## src/rtl/lvds_tx_pkg.sv

```systemverilog
// Shared types and frame constants for the LVDS transmit word-slot scheduler.
package lvds_tx_pkg;

    typedef enum logic [1:0] {
        IDLE     = 2'd0,
        PREPARE  = 2'd1,
        TRANSMIT = 2'd2
    } tx_state_e;

    localparam int          SAMPLE_BITS   = 13;
    localparam logic [31:0] FRAME_TRAILER = 32'h8000_4000;
    localparam logic [31:0] FRAME_IDLE    = 32'h0000_0000;

    // I lane carries a set start bit and a trailing 1, Q lane a 01 lead-in and trailing 0.
    function automatic logic [31:0] pack_frame(
        input logic [SAMPLE_BITS-1:0] i,
        input logic [SAMPLE_BITS-1:0] q
    );
        return {2'b10, i, 1'b1, 2'b01, q, 1'b0};
    endfunction

endpackage

```

## src/rtl/lvds_tx_sequencer_if.sv

```systemverilog
// Sample request handshake between the sequencer (master) and the signal generator (slave).
interface lvds_tx_sequencer_if;
    import lvds_tx_pkg::*;

    logic                   o_gen_enable;
    logic                   i_gen_done;
    logic [SAMPLE_BITS-1:0] i_sample_i;
    logic [SAMPLE_BITS-1:0] i_sample_q;

    modport master (
        output o_gen_enable,
        input  i_gen_done,
        input  i_sample_i,
        input  i_sample_q
    );

    modport slave (
        input  o_gen_enable,
        output i_gen_done,
        output i_sample_i,
        output i_sample_q
    );

endinterface

```

## src/rtl/lvds_rise_det.sv

```systemverilog
// Rising-edge detector whose history register resets to a chosen level, so a
// level already high when reset releases can be treated as "no edge".
module lvds_rise_det #(
    parameter logic RST_VAL = 1'b1
) (
    input  logic clk,
    input  logic reset,
    input  logic d,
    output logic rise
);

    logic d_r;

    // Previous-cycle copy of the input.
    always_ff @(posedge clk) begin
        if (reset) begin
            d_r <= RST_VAL;
        end else begin
            d_r <= d;
        end
    end

    assign rise = d & ~d_r;

endmodule

```

## src/rtl/lvds_tx_sequencer.sv

```systemverilog
// Word-slot scheduler: requests samples, packs them into LVDS frames separated by
// idle words, closes each message with a trailer and arbitrates the sample RAM port.
module lvds_tx_sequencer
    import lvds_tx_pkg::*;
#(
    parameter int SAMPLE_W = 13,
    parameter int DIV_W    = 4
) (
    input  logic                clk,
    input  logic                reset,
    input  logic                i_transmit,
    input  logic [DIV_W-1:0]    i_prep_div,
    input  logic                i_word_done,
    lvds_tx_sequencer_if.master gen,
    output logic [31:0]         o_tx_data,
    output logic                o_ram_owner,
    output logic                o_msg_done,
    output logic [15:0]         o_frames
);

    tx_state_e           state_r;
    tx_state_e           state_s;
    logic [DIV_W-1:0]    cnt_r;
    logic [DIV_W-1:0]    cnt_s;
    logic [DIV_W-1:0]    div_r;
    logic [DIV_W-1:0]    div_s;
    logic [31:0]         tx_data_r;
    logic [31:0]         tx_data_s;
    logic [15:0]         frames_r;
    logic [15:0]         frames_s;
    logic                pending_r;
    logic                msg_r;
    logic                prep_seen_r;
    logic                gen_enable_r;
    logic                consume_s;
    logic                stb_s;
    logic                tx_rise_s;
    logic [SAMPLE_W-1:0] smp_i_s;
    logic [SAMPLE_W-1:0] smp_q_s;
    logic [31:0]         frame_s;

    lvds_rise_det #(.RST_VAL(1'b1)) u_word_det (
        .clk   (clk),
        .reset (reset),
        .d     (i_word_done),
        .rise  (stb_s)
    );

    lvds_rise_det #(.RST_VAL(1'b1)) u_tx_det (
        .clk   (clk),
        .reset (reset),
        .d     (i_transmit),
        .rise  (tx_rise_s)
    );

    assign smp_i_s = gen.i_sample_i;
    assign smp_q_s = gen.i_sample_q;
    assign frame_s = pack_frame(smp_i_s, smp_q_s);

    // Slot-synchronous next-state and datapath decode; nothing moves without a strobe.
    always_comb begin
        state_s   = state_r;
        cnt_s     = cnt_r;
        div_s     = div_r;
        tx_data_s = tx_data_r;
        frames_s  = frames_r;
        consume_s = 1'b0;
        if (stb_s) begin
            case (state_r)
                IDLE: begin
                    tx_data_s = FRAME_IDLE;
                    if (pending_r) begin
                        cnt_s     = {DIV_W{1'b0}};
                        div_s     = i_prep_div;
                        frames_s  = 16'd0;
                        consume_s = 1'b1;
                        state_s   = PREPARE;
                    end else begin
                        state_s   = IDLE;
                    end
                end
                PREPARE: begin
                    cnt_s = cnt_r + {{(DIV_W-1){1'b0}}, 1'b1};
                    if (cnt_r == div_r) begin
                        tx_data_s = frame_s;
                        frames_s  = frames_r + 16'd1;
                        state_s   = TRANSMIT;
                    end else begin
                        state_s   = PREPARE;
                    end
                end
                TRANSMIT: begin
                    if (msg_r) begin
                        tx_data_s = FRAME_TRAILER;
                        state_s   = IDLE;
                    end else begin
                        tx_data_s = FRAME_IDLE;
                        cnt_s     = {DIV_W{1'b0}};
                        state_s   = PREPARE;
                    end
                end
                default: begin
                    tx_data_s = FRAME_IDLE;
                    state_s   = IDLE;
                end
            endcase
        end else begin
            state_s = state_r;
        end
    end

    // FSM state and slot datapath registers.
    always_ff @(posedge clk) begin
        if (reset) begin
            state_r   <= IDLE;
            cnt_r     <= {DIV_W{1'b0}};
            div_r     <= {DIV_W{1'b0}};
            tx_data_r <= FRAME_IDLE;
            frames_r  <= 16'd0;
        end else begin
            state_r   <= state_s;
            cnt_r     <= cnt_s;
            div_r     <= div_s;
            tx_data_r <= tx_data_s;
            frames_r  <= frames_s;
        end
    end

    // Request latch, end-of-message flag and sample request pulse.
    always_ff @(posedge clk) begin
        if (reset) begin
            pending_r    <= 1'b0;
            msg_r        <= 1'b0;
            prep_seen_r  <= 1'b0;
            gen_enable_r <= 1'b0;
        end else begin
            // Requests arriving while a message is in flight are dropped, not queued.
            if (consume_s) begin
                pending_r <= 1'b0;
            end else if (tx_rise_s && (state_r == IDLE)) begin
                pending_r <= 1'b1;
            end else begin
                pending_r <= pending_r;
            end

            if (state_r == IDLE) begin
                msg_r <= 1'b0;
            end else if (gen.i_gen_done) begin
                msg_r <= 1'b1;
            end else begin
                msg_r <= msg_r;
            end

            prep_seen_r  <= (state_r == PREPARE);
            gen_enable_r <= (state_r == PREPARE) && !prep_seen_r && !msg_r;
        end
    end

    assign gen.o_gen_enable = gen_enable_r;
    assign o_tx_data        = tx_data_r;
    assign o_ram_owner      = (state_r != IDLE);
    assign o_msg_done       = msg_r;
    assign o_frames         = frames_r;

endmodule

```

## src/flat_wrapper.sv

```systemverilog
// flat-port wrapper written by rule: the top's interface ports become plain ports
module lvds_tx_sequencer_flat import lvds_tx_pkg::*;
#(
    parameter int SAMPLE_W = 13,
    parameter int DIV_W    = 4
)
  (clk, reset, i_transmit, i_prep_div, i_word_done, o_tx_data, o_ram_owner, o_msg_done, o_frames, gen_o_gen_enable, gen_i_gen_done, gen_i_sample_i, gen_i_sample_q);
  lvds_tx_sequencer_if gen_i ();
  input  logic clk;
  input  logic reset;
  input  logic i_transmit;
  input  logic [DIV_W-1:0] i_prep_div;
  input  logic i_word_done;
  output logic [31:0] o_tx_data;
  output logic o_ram_owner;
  output logic o_msg_done;
  output logic [15:0] o_frames;
  output wire logic [$bits(gen_i.o_gen_enable)-1:0] gen_o_gen_enable;
  input wire logic [$bits(gen_i.i_gen_done)-1:0] gen_i_gen_done;
  input wire logic [$bits(gen_i.i_sample_i)-1:0] gen_i_sample_i;
  input wire logic [$bits(gen_i.i_sample_q)-1:0] gen_i_sample_q;
  assign gen_o_gen_enable = gen_i.o_gen_enable;
  assign gen_i.i_gen_done = gen_i_gen_done;
  assign gen_i.i_sample_i = gen_i_sample_i;
  assign gen_i.i_sample_q = gen_i_sample_q;
  lvds_tx_sequencer #(.SAMPLE_W(SAMPLE_W), .DIV_W(DIV_W)) u_core (.clk(clk), .reset(reset), .i_transmit(i_transmit), .i_prep_div(i_prep_div), .i_word_done(i_word_done), .gen(gen_i), .o_tx_data(o_tx_data), .o_ram_owner(o_ram_owner), .o_msg_done(o_msg_done), .o_frames(o_frames));
endmodule
```

## config.mk

```make
export PLATFORM = sky130hd
export DESIGN_NAME = lvds_tx_sequencer_flat
export DESIGN_NICKNAME = d
export VERILOG_FILES = /design/src/rtl/lvds_tx_pkg.sv /design/src/rtl/lvds_tx_sequencer_if.sv /design/src/rtl/lvds_rise_det.sv /design/src/rtl/lvds_tx_sequencer.sv /design/src/flat_wrapper.sv
export SDC_FILE = /design/constraint.sdc
export NUM_CORES = 1
export LEC_CHECK = 0
export ABC_AREA = 1
export BUFFER_PORTS_ARGS = -buffer_cell sky130_fd_sc_hd__buf_2
export CORE_UTILIZATION = 30
export CTS_BUF_LIST = sky130_fd_sc_hd__clkbuf_8
export CTS_CLUSTER_DIAMETER = 60
export CTS_CLUSTER_SIZE = 20
export DETAILED_ROUTE_END_ITERATION = 8
export PLACE_DENSITY = 0.5
export SLEW_MARGIN = 20
export SYNTH_ARGS = -nofsm -noshare
export SYNTH_HDL_FRONTEND = slang
export SYNTH_SLANG_ARGS = --single-unit
export TNS_END_PERCENT = 50
```

## constraint.sdc

```tcl
create_clock -name clk -period 1.6 [get_ports clk]
set_clock_uncertainty 0.2 [all_clocks]
set_input_delay 0.16 -clock clk [delete_from_list [all_inputs] [get_ports clk]]
set_output_delay 0.16 -clock clk [all_outputs]
set_load 0.05 [all_outputs]
```

==> After elaboration in Yosys (flattened, before gate mapping) <==
Cells that the tools add are included.
{ "word_totals": {"register_bits": 64, "word_cells": 54, "inputBits": 35} }
{ "op_classes": {"n_mux": 16, "n_addsub": 2, "n_eq_ne": 6, "bitwise_logic": 4, "reduce_logical": 15} }
{ "op_table": {"columns": ["operator", "n"], "rows": [
  ["$mux 32", 2],
  ["$pmux 32 s2", 1],
  ["$mux 16", 2],
  ["$pmux 16 s2", 1],
  ["$add 16x1->16 const B", 1],
  ["$pmux 4 s3", 1],
  ["$mux 4", 2],
  ["$reduce_and 4->1", 2],
  ["$pmux 2 s3", 1],
  ["$mux 1", 5],
  ["$add 4x1->4 const B", 1],
  ["$eq 4x4->1", 1],
  ["$ne 2x1->1 const B", 2],
  ["$reduce_bool 2->1", 2],
  ["$reduce_or 2->1", 2],
  ["$logic_and 1x1->1", 3],
  ["$reduce_and 3->1", 1],
  ["$reduce_bool 3->1", 1],
  ["$and 1x1->1", 2],
  ["$eq 2x1->1 const B", 1],
  ["$eq 2x2->1 const B", 1],
  ["$logic_not 1->1", 2],
  ["$logic_not 2->1", 1],
  ["$mux 2", 1],
  ["3 further kinds", 4]
]} }

==> Depth between registers and ports, before layout <==
Gate-level depths: netlist of run 1.
{ "depth": {"depth_word": 4, "ltp_mapped": 11} }

==> By module <==
A second synthesis of run 1 with hierarchy kept.
{ "hier_totals": {"hier_cells": 412, "area_unflattened_um2": 2962.8} }
{ "modules_own_cells": {"columns": ["module", "cells_each", "instances", "seq_area_each_um2", "area_per_inst_um2"], "rows": [
  ["lvds_tx_sequencer", 402, 1, 1161.1, 2887.8],
  ["lvds_rise_det", 5, 2, 20.0, 37.5]
]} }

==> Worst setup path after synthesis of run 1 <==
Ideal clock, no wire load.
{ "synth_timing": {"path_type": "reg2reg", "from": "register u_core.state_r[0]", "to": "register u_core.frames_r[12], in the netlist u_core.o_frames[12]", "arrival_ns": 1.707, "path_slack_ns": -0.430, "path_stages_with_launch": 10, "setup_ns": 0.123, "path_buffers": 1, "path_cell_list": "dfxtp_1 > inv_1 > ha_1 > inv_1 > nor2_1 > a21oi_2 > nand3_2 > buf_2 > nand3_1 > o21ai_0"} }
{ "synth_between": {"elab_chain_cells": 3, "word_cells_on_any_way": 7, "cone_classes": "eq/ne (3); mux (1); reduce/logical (3)"} }
{ "synth_lines": {"columns": ["item", "line_no", "source"], "rows": [
  ["start, declared", "lvds_tx_sequencer.sv:21", "tx_state_e state_r;"],
  ["start signal, assigned", "lvds_tx_sequencer.sv:121", "state_r <= state_s;"],
  ["$eq 2x1->1 or $logic_not 2->1 (tied branches)", "lvds_tx_sequencer.sv:69", "case (state_r)"],
  ["$ne 2x1->1 (no line) or $reduce_bool 2->1 (tied branches)", null, null],
  ["$reduce_and 4->1 (no line)", null, null],
  ["end signal, assigned", "lvds_tx_sequencer.sv:125", "frames_r <= frames_s;"],
  ["end, declared", "lvds_tx_sequencer.sv:29", "logic [15:0] frames_r;"]
]} }
Parallel ways exist; a longest one is shown, timed or not.
A chain may end at the register's enable or synchronous reset.

==> Worst setup path in the final report of run 1 <==
{ "layout_timing": {"from": "register u_core.state_r[0]", "to": "output port o_ram_owner"} }
{ "layout_between": {"elab_chain_cells": 1} }
{ "layout_lines": {"columns": ["item", "line_no", "source"], "rows": [
  ["$reduce_bool 2->1", "lvds_tx_sequencer.sv:161", "assign o_ram_owner = (state_r != IDLE);"],
  ["end, declared", "flat_wrapper.sv:15", "output logic o_ram_owner;"]
]} }
Every way passes these cells.

==> results of run 1 <==
[timing repair]
| item | CTS | global route |
|---|---|---|
| hold buffers | 34 | 0 |
| resized for setup | 21 | 63 |
| pin swaps | 5 | 10 |
| hold endpoints to repair | 34 | 0 |
| setup buffers | 9 | 3 |
| endpoints found under the setup margin | 49 | 56 |
| cloned | 3 | 3 |
[registers in the layout, indices dropped and copies added, names as in the netlist, 2 cells and up]
name	count
u_core.div_r	4
u_core.state_r	2
u_core.cnt_r	4
u_core.o_frames	16
u_core.o_tx_data	28
[per-layer routing]
layer / vias up / global-route usage / share of wire
met5: - / 0 / 0
met4: 0 / 0.0551 / 0.013
met3: 10 / 0.0390 / 0.051
met2: 80 / 0.270 / 0.46
met1: 1330 / 0.220 / 0.48
li1: 1577 / - / -
[power breakdown]
group,leakage [uW],switching [uW],internal [uW],total [uW]
Combinational,0.00151,333,241,573
Sequential,0.000494,31.0,1530,1570
Clock,0.000117,671,936,1610
Total,0.00212,1030,2710,3750
[metrics by stage]
stage          cells  hold WS, ps  power (uW)   util
2_1_floorplan    394         56.8        1880      -
3_3_place_gp     605          157        2000  0.405
3_5_place_dp     605          160        2010  0.405
4_1_cts          667         68.1        3710  0.497
5_1_grt          673          107        3890  0.529
6_report         673         89.7        3750  0.529
[Yosys cell counts, drive strengths merged]
library cell and instances:
o32ai 1, a21oi 42, clkbuf 2, o21bai 1, nor4 1, nor3b 1
o21ai 14, a211oi 1, dfxtp 60, nor3 8, o211a 1, ha 7
nand4 11, or2 1, buf 16, nand3 12, inv 43, xor2 2
conb 1, nand2 113, nor2 54
[area by class of cell]
class / count / area, sq um
fill: 821 / 4180
tap: 108 / 135
clock buffer: 10 / 138
clock inverter: 6 / 95.1
multi-input combinational: 273 / 1540
sequential: 60 / 1220
timing repair buffer: 173 / 1410
inverter: 43 / 170
[cell families (layout without fill, tap and decap cells)]
kind of cell,Yosys count,after routing,synth area share
other cells,1,3,0.00134
buf+inv,61,232,0.0995
simple gates,201,201,0.304
fa+ha+maj,7,7,0.0312
xor+xnor,2,2,0.00625
flops,60,60,0.428
compound gates,60,60,0.129
[worst max-delay path, cell delays in order (launching register included)]
cell	delay (ps)
dfxtp_4	370
inv_4	60
ha_4	150
clkinvlp_4	140
buf_6	150
buf_6	140
[path summary, 6_finish.rpt]
path	start	endpoint
worst min-delay path	i_word_done	u_core.state_r[0]$_SDFFE_PP0N_
worst max register to register	u_core.state_r[1]$_SDFFE_PP0N_	u_core.o_tx_data[18]$_SDFFE_PP0P_
worst min register to register	u_core.prep_seen_r$_SDFF_PP0_	u_core.gen.o_gen_enable$_SDFF_PP0_
worst max-delay path	u_core.state_r[0]$_SDFFE_PP0N_	o_ram_owner
[cells in the final DEF, fill, tap and decap left out, types with 7 or more instances in the layout]
master / n
dlygate4sd3_1: 34
a21oi_2: 19
dfxtp_2: 11
buf_12: 7
inv_2: 9
buf_6: 8
buf_2: 81
nand2_2: 8
a21oi_1: 21
dfxtp_1: 48
nor2_4: 11
nand2_1: 101
nand4_1: 11
o21ai_1: 8
nor2_2: 12
nor2_1: 31
nor3_1: 8
clkbuf_8: 10
nand3_1: 11
buf_4: 36
inv_1: 31
==> results.sh, run 1 <==
export IMPL_status="finished with violations"
export IMPL_violations="negative setup slack"
export IMPL_grt_pass1_wl_microns=12900
export IMPL_grt_total_usage=0.167
export IMPL_max_freq_mhz=585
export IMPL_tritoncts="done"
export IMPL_crit_type="reg -> out"
export IMPL_finalSetupViolCount=49
export IMPL_finalCritPeriodShare=1.07
export IMPL_wl_per_cell_microns=12.2
export IMPL_synthTopCellsByArea="dfxtp_1 43%, nand2_1 15%, nor2_1 6.6%"
export IMPL_yosys_area_top_type="dfxtp_1"
export IMPL_clockBufferDepth=2
export IMPL_syn2layout_area_growth_pct=67.8
export IMPL_post_place_ws_ps=-107
export IMPL_arrival_ps=1350
export IMPL_cts_made_buffers=9
export IMPL_p_leak_uw=0.00212
export IMPL_numPortBuffers=82
export IMPL_maxCapViolations=0
export IMPL_clk_insertion_delay_late_ps=330
export IMPL_drive_above_1_share=0.427
export IMPL_hpwlAfterDp_microns=5070
export IMPL_grt_pass1_vias=2818
export IMPL_htreeDepth=3
export IMPL_synth_area_sq_um=2810
export IMPL_fin_crit_ps=1710
export IMPL_critPathMaxFanout=3
export IMPL_ff2ff_path_depth=9
export IMPL_synth_area_per_cell_sq_um=7.16
export IMPL_yosys_warnings=0
export IMPL_cp_end_kind="output pin"
export IMPL_reg2reg_slack_ps=-100
export IMPL_required_ps=1240
export IMPL_placed_cell_area_sq_um=3600
export IMPL_grt_max_degree=23
export IMPL_antenna_found_initial=0
export IMPL_via_per_inst=4.45
export IMPL_synthDistinctLibCells=32
export IMPL_die_x_microns=98.7
export IMPL_die_area_sq_um=9740
export IMPL_place_congestion=0.781
export IMPL_initial_utilization=0.316
export IMPL_critPathLaunchType="register"
export IMPL_drtIter0Drc=71
export IMPL_rows=34
export IMPL_fin_tns_setup_ps=-2700
export IMPL_slew_violations=0
export IMPL_min_path_type="in -> reg"
export IMPL_powerDensity_nw_per_um2=796
export IMPL_synth_top_cell_area_share=0.428
export IMPL_fin_ws_ps=-108
export IMPL_core_area_sq_um=8890
export IMPL_synth_seq_cells=60
export IMPL_finalHoldViolCount=0
export IMPL_drt_wl_total_microns=8190
export IMPL_clock_sinks=60
export IMPL_cts_root_buf="clkbuf_8"
export IMPL_syn_inst=392
export IMPL_die_y_microns=98.7
export IMPL_peakVddDrop_mv=0.467
export IMPL_drc_errors=0
export IMPL_nNetsFinal=602
export IMPL_overflow=0
export IMPL_hold_depth=6
export IMPL_design_area_sq_um=4710
export IMPL_ant_nets=0
export IMPL_diodes=0
export IMPL_ys_seq_area_frac=0.428
export IMPL_drt_first_pass_iters=5
export IMPL_num_vias=2997
export IMPL_rsz0062_at_grt="yes"
export IMPL_io_pins=86
export IMPL_clk_pin_slew_ps=80
Note: power is estimated with default switching activity, not from simulation.
==> inputs of run 2 (changes only) <==
--- a/config.mk
+++ b/config.mk
@@ -12,7 +12,6 @@
 export CTS_CLUSTER_DIAMETER = 60
 export CTS_CLUSTER_SIZE = 20
 export DETAILED_ROUTE_END_ITERATION = 8
-export PLACE_DENSITY = 0.5
 export SLEW_MARGIN = 20
 export SYNTH_ARGS = -nofsm -noshare
 export SYNTH_HDL_FRONTEND = slang
==> run 2 against run 1 <==
Effect of this change:
- the flow still finishes with violations (negative setup slack)
- non-clock buffer count increased by 2
- count of clock-buffer cells in the layout unchanged
- first-iteration DRC count increased by 49%
- die area unchanged
- global-route usage increased by 0.93 points
- worst hold slack got worse by 1.2 ps
- critical path depth increased by 4
- largest cell class unchanged
==> results.sh, run 2 (same netlist as run 1, synthesis figures left out) <==
export IMPL_syn2layout_area_growth_pct=67.1
export IMPL_placed_cell_area_sq_um=3600
export IMPL_cts_root_buf="clkbuf_8"
export IMPL_status="finished with violations"
export IMPL_design_area_sq_um=4690
export IMPL_initial_utilization=0.316
export IMPL_drt_wl_total_microns=8770
export IMPL_maxCapViolations=0
export IMPL_largest_reg_flops=28
export IMPL_drt_first_pass_iters=4
export IMPL_finalHoldViolCount=0
export IMPL_numPortBuffers=82
export IMPL_num_vias=3086
export IMPL_finalCritPeriodShare=1.07
export IMPL_grt_pass1_vias=3041
export IMPL_drive_above_1_share=0.422
export IMPL_cp_end_kind="register"
export IMPL_most_common_layout_cells="105 x nand2_1, 82 x buf_2, 47 x dfxtp_1"
export IMPL_hold_depth=3
export IMPL_fin_ws_ps=-112
export IMPL_clk_pin_slew_ps=80
export IMPL_diodes=0
export IMPL_critPathMaxFanout=4
export IMPL_antenna_found_initial=0
export IMPL_whs_ps=88.5
export IMPL_ff2ff_path_depth=9
export IMPL_die_area_sq_um=9740
export IMPL_ant_nets=0
export IMPL_overflow=0
export IMPL_post_place_ws_ps=-135
export IMPL_cpPeakStageDelay_ps=370
export IMPL_hpwlAfterDp_microns=5220
export IMPL_die_y_microns=98.7
export IMPL_rows=34
export IMPL_grt_total_usage=0.176
export IMPL_io_pins=86
export IMPL_clock_sinks=60
export IMPL_nNetsFinal=604
export IMPL_clk_insertion_delay_late_ps=340
export IMPL_power_uw=4040
export IMPL_grt_pass1_wl_microns=13800
export IMPL_violations="negative setup slack"
export IMPL_fin_tns_setup_ps=-2530
export IMPL_grt_max_degree=28
export IMPL_finalSetupViolCount=47
export IMPL_slowest_stage="dfxtp_4"
export IMPL_slew_violations=0
export IMPL_layout_commonest_cell="nand2_1"
export IMPL_p_leak_uw=0.00212
export IMPL_core_area_sq_um=8890
export IMPL_via_per_inst=4.57
export IMPL_drtIter0Drc=106
export IMPL_fin_crit_ps=1710
export IMPL_reg2reg_slack_ps=-110
export IMPL_cp_cell_sequence="inv_4 > ha_4 > clkinvlp_4 > nor2_4 > nor2_1 > nand2_1 > o21ai_1 > buf_4 > nor3_2"
export IMPL_critPathLaunchType="register"
export IMPL_crit_type="reg -> reg"
export IMPL_tritoncts="done"
export IMPL_arrival_ps=1770
export IMPL_clockBufferDepth=2
export IMPL_cts_made_buffers=9
export IMPL_wl_per_cell_microns=13.0
export IMPL_powerDensity_nw_per_um2=863
export IMPL_htreeDepth=3
export IMPL_place_congestion=0.914
export IMPL_drc_errors=0
export IMPL_required_ps=1660
export IMPL_peakVddDrop_mv=0.543
export IMPL_die_x_microns=98.7
export IMPL_rsz0062_at_grt="yes"
export IMPL_max_freq_mhz=584
export IMPL_min_path_type="in -> reg"
run 2: cell types whose count changed in the layout (fill, tap and decap cells not counted), sizes merged:
| cell | previous run | this run |
|---|---|---|
| buf | 137 | 135 |
| inv | 44 | 42 |
| clkinvlp | 1 | 3 |
| clkbuf | 12 | 14 |
| clkinv | 2 | 0 |
| dlygate4sd3 | 34 | 36 |
| bufinv | 2 | 4 |
run 2: power by group:
group	leakage [uW]	internal, uW	switching [uW]	total [uW]
clock network	0.000129	1240	651	1890
registers	0.000494	1540	27.0	1560
logic	0.00149	255	341	596
run 2: area by class of cell:
type,instances,area (sq um)
multi-input combinational,273,1490
sequential,60,1220
clock buffer,10,138
tap,108,135
timing repair buffer,175,1400
fill,811,4200
inverter,43,175
clock inverter,6,135
run 2: critical path, delay by kind of cell (launching register included):
family	cells	cell delay, ps
and+or+nand+nor	4	470
DFF	1	370
buffers and inverters	3	370
adders and majority gates	1	130
AOI/OAI and AO/OA	1	80
run 2: metal layers:
metal	vias up	GRT usage	part of all wire
met3	11	0.0404	0.050
met2	89	0.296	0.49
met5	-	0	0
met4	0	0.0666	0.012
met1	1404	0.220	0.45
li1	1582	-	-
run 2: worst paths after layout:
path	startpoint	to
worst max-delay path	u_core.state_r[0]$_SDFFE_PP0N_	u_core.cnt_r[2]$_SDFFE_PP0P_
worst max register to register	u_core.state_r[0]$_SDFFE_PP0N_	u_core.cnt_r[2]$_SDFFE_PP0P_
worst min-delay path	reset	u_core.prep_seen_r$_SDFF_PP0_
worst min register to register	u_core.prep_seen_r$_SDFF_PP0_	u_core.gen.o_gen_enable$_SDFF_PP0_
run 2: repair_timing:
| action | CTS | global route |
|---|---|---|
| endpoints found under the setup margin | 50 | 54 |
| setup buffers | 5 | 8 |
| endpoints found under the hold margin | 38 | 0 |
| cloned | 1 | 6 |
| pin swaps | 7 | 12 |
| hold buffers | 36 | 0 |
| gates resized for setup | 33 | 39 |
run 2: per-stage QoR:
step	instances	utilization
final	675	0.527
after global routing	675	0.527
after floorplan	394	-
after detailed placement	604	0.405
after CTS	662	0.497
after global placement	604	0.405
==> inputs of run 3 (changes only) <==
--- a/config.mk
+++ b/config.mk
@@ -7,12 +7,14 @@
 export LEC_CHECK = 0
 export ABC_AREA = 1
 export BUFFER_PORTS_ARGS = -buffer_cell sky130_fd_sc_hd__buf_2
+export CORE_MARGIN = 1.5
 export CORE_UTILIZATION = 30
 export CTS_BUF_LIST = sky130_fd_sc_hd__clkbuf_8
 export CTS_CLUSTER_DIAMETER = 60
 export CTS_CLUSTER_SIZE = 20
 export DETAILED_ROUTE_END_ITERATION = 8
-export SLEW_MARGIN = 20
+export PLACE_DENSITY = 0.63
+export SLEW_MARGIN = 5
 export SYNTH_ARGS = -nofsm -noshare
 export SYNTH_HDL_FRONTEND = slang
 export SYNTH_SLANG_ARGS = --single-unit
==> run 3 against run 2 <==
Effect of this change:
- the run still ends with negative setup slack left
- flip-flop and latch count is the same
- count of clock-buffer cells in the layout is 1 higher
- combinational power fell by 14%
- non-clock buffer count decreased by 15
- first-iteration DRC count is 19% higher
- worst hold slack lost 46 ps
- register-to-register slack barely moved
- global-route usage shrank 1.7 points
- worst setup slack gained 14 ps
- cell count decreased by 1.9%
- core utilization shrank 5.4 points
- sequential share of layout area rose by 1.9 points
- critical path type is now reg -> out
- critical endpoint is now o_ram_owner
- largest cell class unchanged
==> results.sh, run 3 (same netlist as run 1, synthesis figures left out) <==
export IMPL_r2r_end="u_core.cnt_r[3]$_SDFFE_PP0P_"
export IMPL_finalSetupViolCount=42
export IMPL_tritoncts="done"
export IMPL_slowest_stage="dfxtp_4"
export IMPL_diodes=0
export IMPL_slew_violations=0
export IMPL_clockBufferDepth=2
export IMPL_most_common_layout_cells="107 x nand2_1, 81 x buf_2, 54 x dfxtp_1"
export IMPL_grt_pass1_vias=2957
export IMPL_whs_ps=42.2
export IMPL_antenna_found_initial=0
export IMPL_powerDensity_nw_per_um2=835
export IMPL_clock_sinks=60
export IMPL_maxCapViolations=0
export IMPL_cpPeakStageDelay_ps=360
export IMPL_rsz0062_at_grt="yes"
export IMPL_io_pins=86
export IMPL_final_cell_count_no_fill=662
export IMPL_syn2layout_area_growth_pct=54.5
export IMPL_cts_made_buffers=9
export IMPL_layout_commonest_cell="nand2_1"
export IMPL_clk_insertion_delay_late_ps=330
export IMPL_crit_type="reg -> out"
export IMPL_cp_top_family="buffers and inverters"
export IMPL_status="finished with violations"
export IMPL_critPathLaunchType="register"
export IMPL_die_x_microns=99.7
export IMPL_clk_pin_slew_ps=70
export IMPL_ant_nets=0
export IMPL_p_leak_uw=0.00201
export IMPL_finalHoldViolCount=0
export IMPL_drive_above_1_share=0.347
export IMPL_finalCritPeriodShare=1.06
export IMPL_htreeDepth=3
export IMPL_rows=35
export IMPL_overflow=0
export IMPL_via_per_inst=4.45
export IMPL_drt_first_pass_iters=4
export IMPL_die_area_sq_um=9940
export IMPL_grt_max_degree=31
export IMPL_seqPwrFrac=0.431
export IMPL_drtIter0Drc=126
export IMPL_post_place_ws_ps=-114
export IMPL_cp_cell_sequence="inv_4 > ha_4 > clkinvlp_4 > buf_4 > buf_6"
export IMPL_fin_crit_ps=1700
export IMPL_p_comb_frac=0.141
export IMPL_cts_root_buf="clkbuf_8"
export IMPL_critPathMaxFanout=4
export IMPL_numPortBuffers=82
export IMPL_peakVddDrop_mv=0.504
export IMPL_place_congestion=0.826
export IMPL_hold_end="u_core.o_frames[3]$_SDFFE_PP0P_"
export IMPL_fin_ws_ps=-98.5
export IMPL_cp_end_kind="output pin"
export IMPL_die_y_microns=99.7
export IMPL_initial_utilization=0.306
export IMPL_hpwlAfterDp_microns=5050
export IMPL_largest_reg_flops=28
export IMPL_core_area_sq_um=9150
export IMPL_reg2reg_slack_ps=-100
export IMPL_required_ps=1240
export IMPL_p_int_uw=2690
export IMPL_max_freq_mhz=589
export IMPL_nNetsFinal=589
export IMPL_ff2ff_path_depth=11
export IMPL_num_vias=2946
export IMPL_grt_pass1_wl_microns=12800
export IMPL_p_switching_uw=930
export IMPL_wl_per_cell_microns=11.5
export IMPL_power_uw=3620
export IMPL_cp_buffers_inverters=4
export IMPL_drc_errors=0
export IMPL_r2r_start="u_core.state_r[0]$_SDFFE_PP0N_"
export IMPL_min_path_type="in -> reg"
export IMPL_violations="negative setup slack"
export IMPL_drt_wl_total_microns=7620
export IMPL_arrival_ps=1340
export IMPL_grt_total_usage=0.159
export IMPL_worstHoldStart="reset"
export IMPL_hold_depth=3
export IMPL_place_inst=607
export IMPL_swShare=0.257
export IMPL_clkPwrFrac=0.428
[run 3: cell count changes in the layout (fill, tap and decap cells not counted), moves of 6 or more]
cell,delta
a21oi_1,+12
a21oi_2,-12
dfxtp_1,+7
dfxtp_2,-7
nor2_1,+7
inv_1,+6
inv_2,-6
nor2_2,-6
[run 3: worst register-to-register path, stage by stage (launching register included)]
cell	delay (ps)
dfxtp_4	360
inv_4	60
ha_4	130
clkinvlp_4	130
nor2_4	150
nor2_1	60
nand2_1	110
buf_6	120
inv_6	30
nand2_2	40
nor2_1	30
nor3_1	180
[run 3: per-layer routing]
metal / up-vias / GRT usage / share of wire
met2: 71 / 0.275 / 0.49
met5: - / 0 / 0
met4: 0 / 0.0585 / 0.011
met1: 1318 / 0.190 / 0.46
li1: 1550 / - / -
met3: 7 / 0.0387 / 0.042
[run 3: worst max path at each step]
stage	startpoint	end	slack [ps]	depth (start not counted)
after floorplan	u_core.state_r[0]$_SDFFE_PP0N_	u_core.o_frames[12]$_SDFFE_PP0P_	-180	8
after detailed placement	u_core.state_r[1]$_SDFFE_PP0N_	u_core.o_frames[12]$_SDFFE_PP0P_	-110	7
after CTS	u_core.state_r[1]$_SDFFE_PP0N_	u_core.cnt_r[3]$_SDFFE_PP0P_	-80	11
after global placement	u_core.cnt_r[3]$_SDFFE_PP0P_	u_core.o_tx_data[8]$_SDFFE_PP0P_	-90	9
after global routing	u_core.state_r[0]$_SDFFE_PP0N_	u_core.cnt_r[3]$_SDFFE_PP0P_	-220	11
final	u_core.state_r[0]$_SDFFE_PP0N_	o_ram_owner	-100	5
[run 3: layout make-up]
type,count,area (sq um)
Sequential cell,60,1210
Tap cell,111,139
Inverter,43,175
Multi-Input combinational cell,273,1420
Clock inverter,4,72.6
Fill cell,897,4820
Clock buffer,11,151
Timing Repair Buffer,160,1160
[run 3: power by group through the flow]
stage / Clock (uW) / Sequential [uW] / Combinational (uW)
after CTS: 1610 / 1560 / 481
after detailed placement: 0 / 1590 / 413
after global placement: 0 / 1590 / 409
after floorplan: 0 / 1720 / 163
after global routing: 1670 / 1560 / 551
final: 1550 / 1560 / 511
[run 3: what timing repair did]
item                                    4_1_cts  5_1_grt
endpoints found under the setup margin       47       55
gates cloned                                  0        1
pin swaps                                     3        9
gates resized for setup                       7       23
hold buffers                                 33        0
endpoints found under the hold margin        33        0
buffers inserted                              1        5
[run 3: stage by stage]
step,TNS [ps],area [sq um],util
floorplan,-3260,2850,-
global placement,-2100,3590,0.393
detailed placement,-2660,3590,0.393
CTS,-2070,4180,0.457
global route,-7630,4330,0.473
finish,-2380,4330,0.473
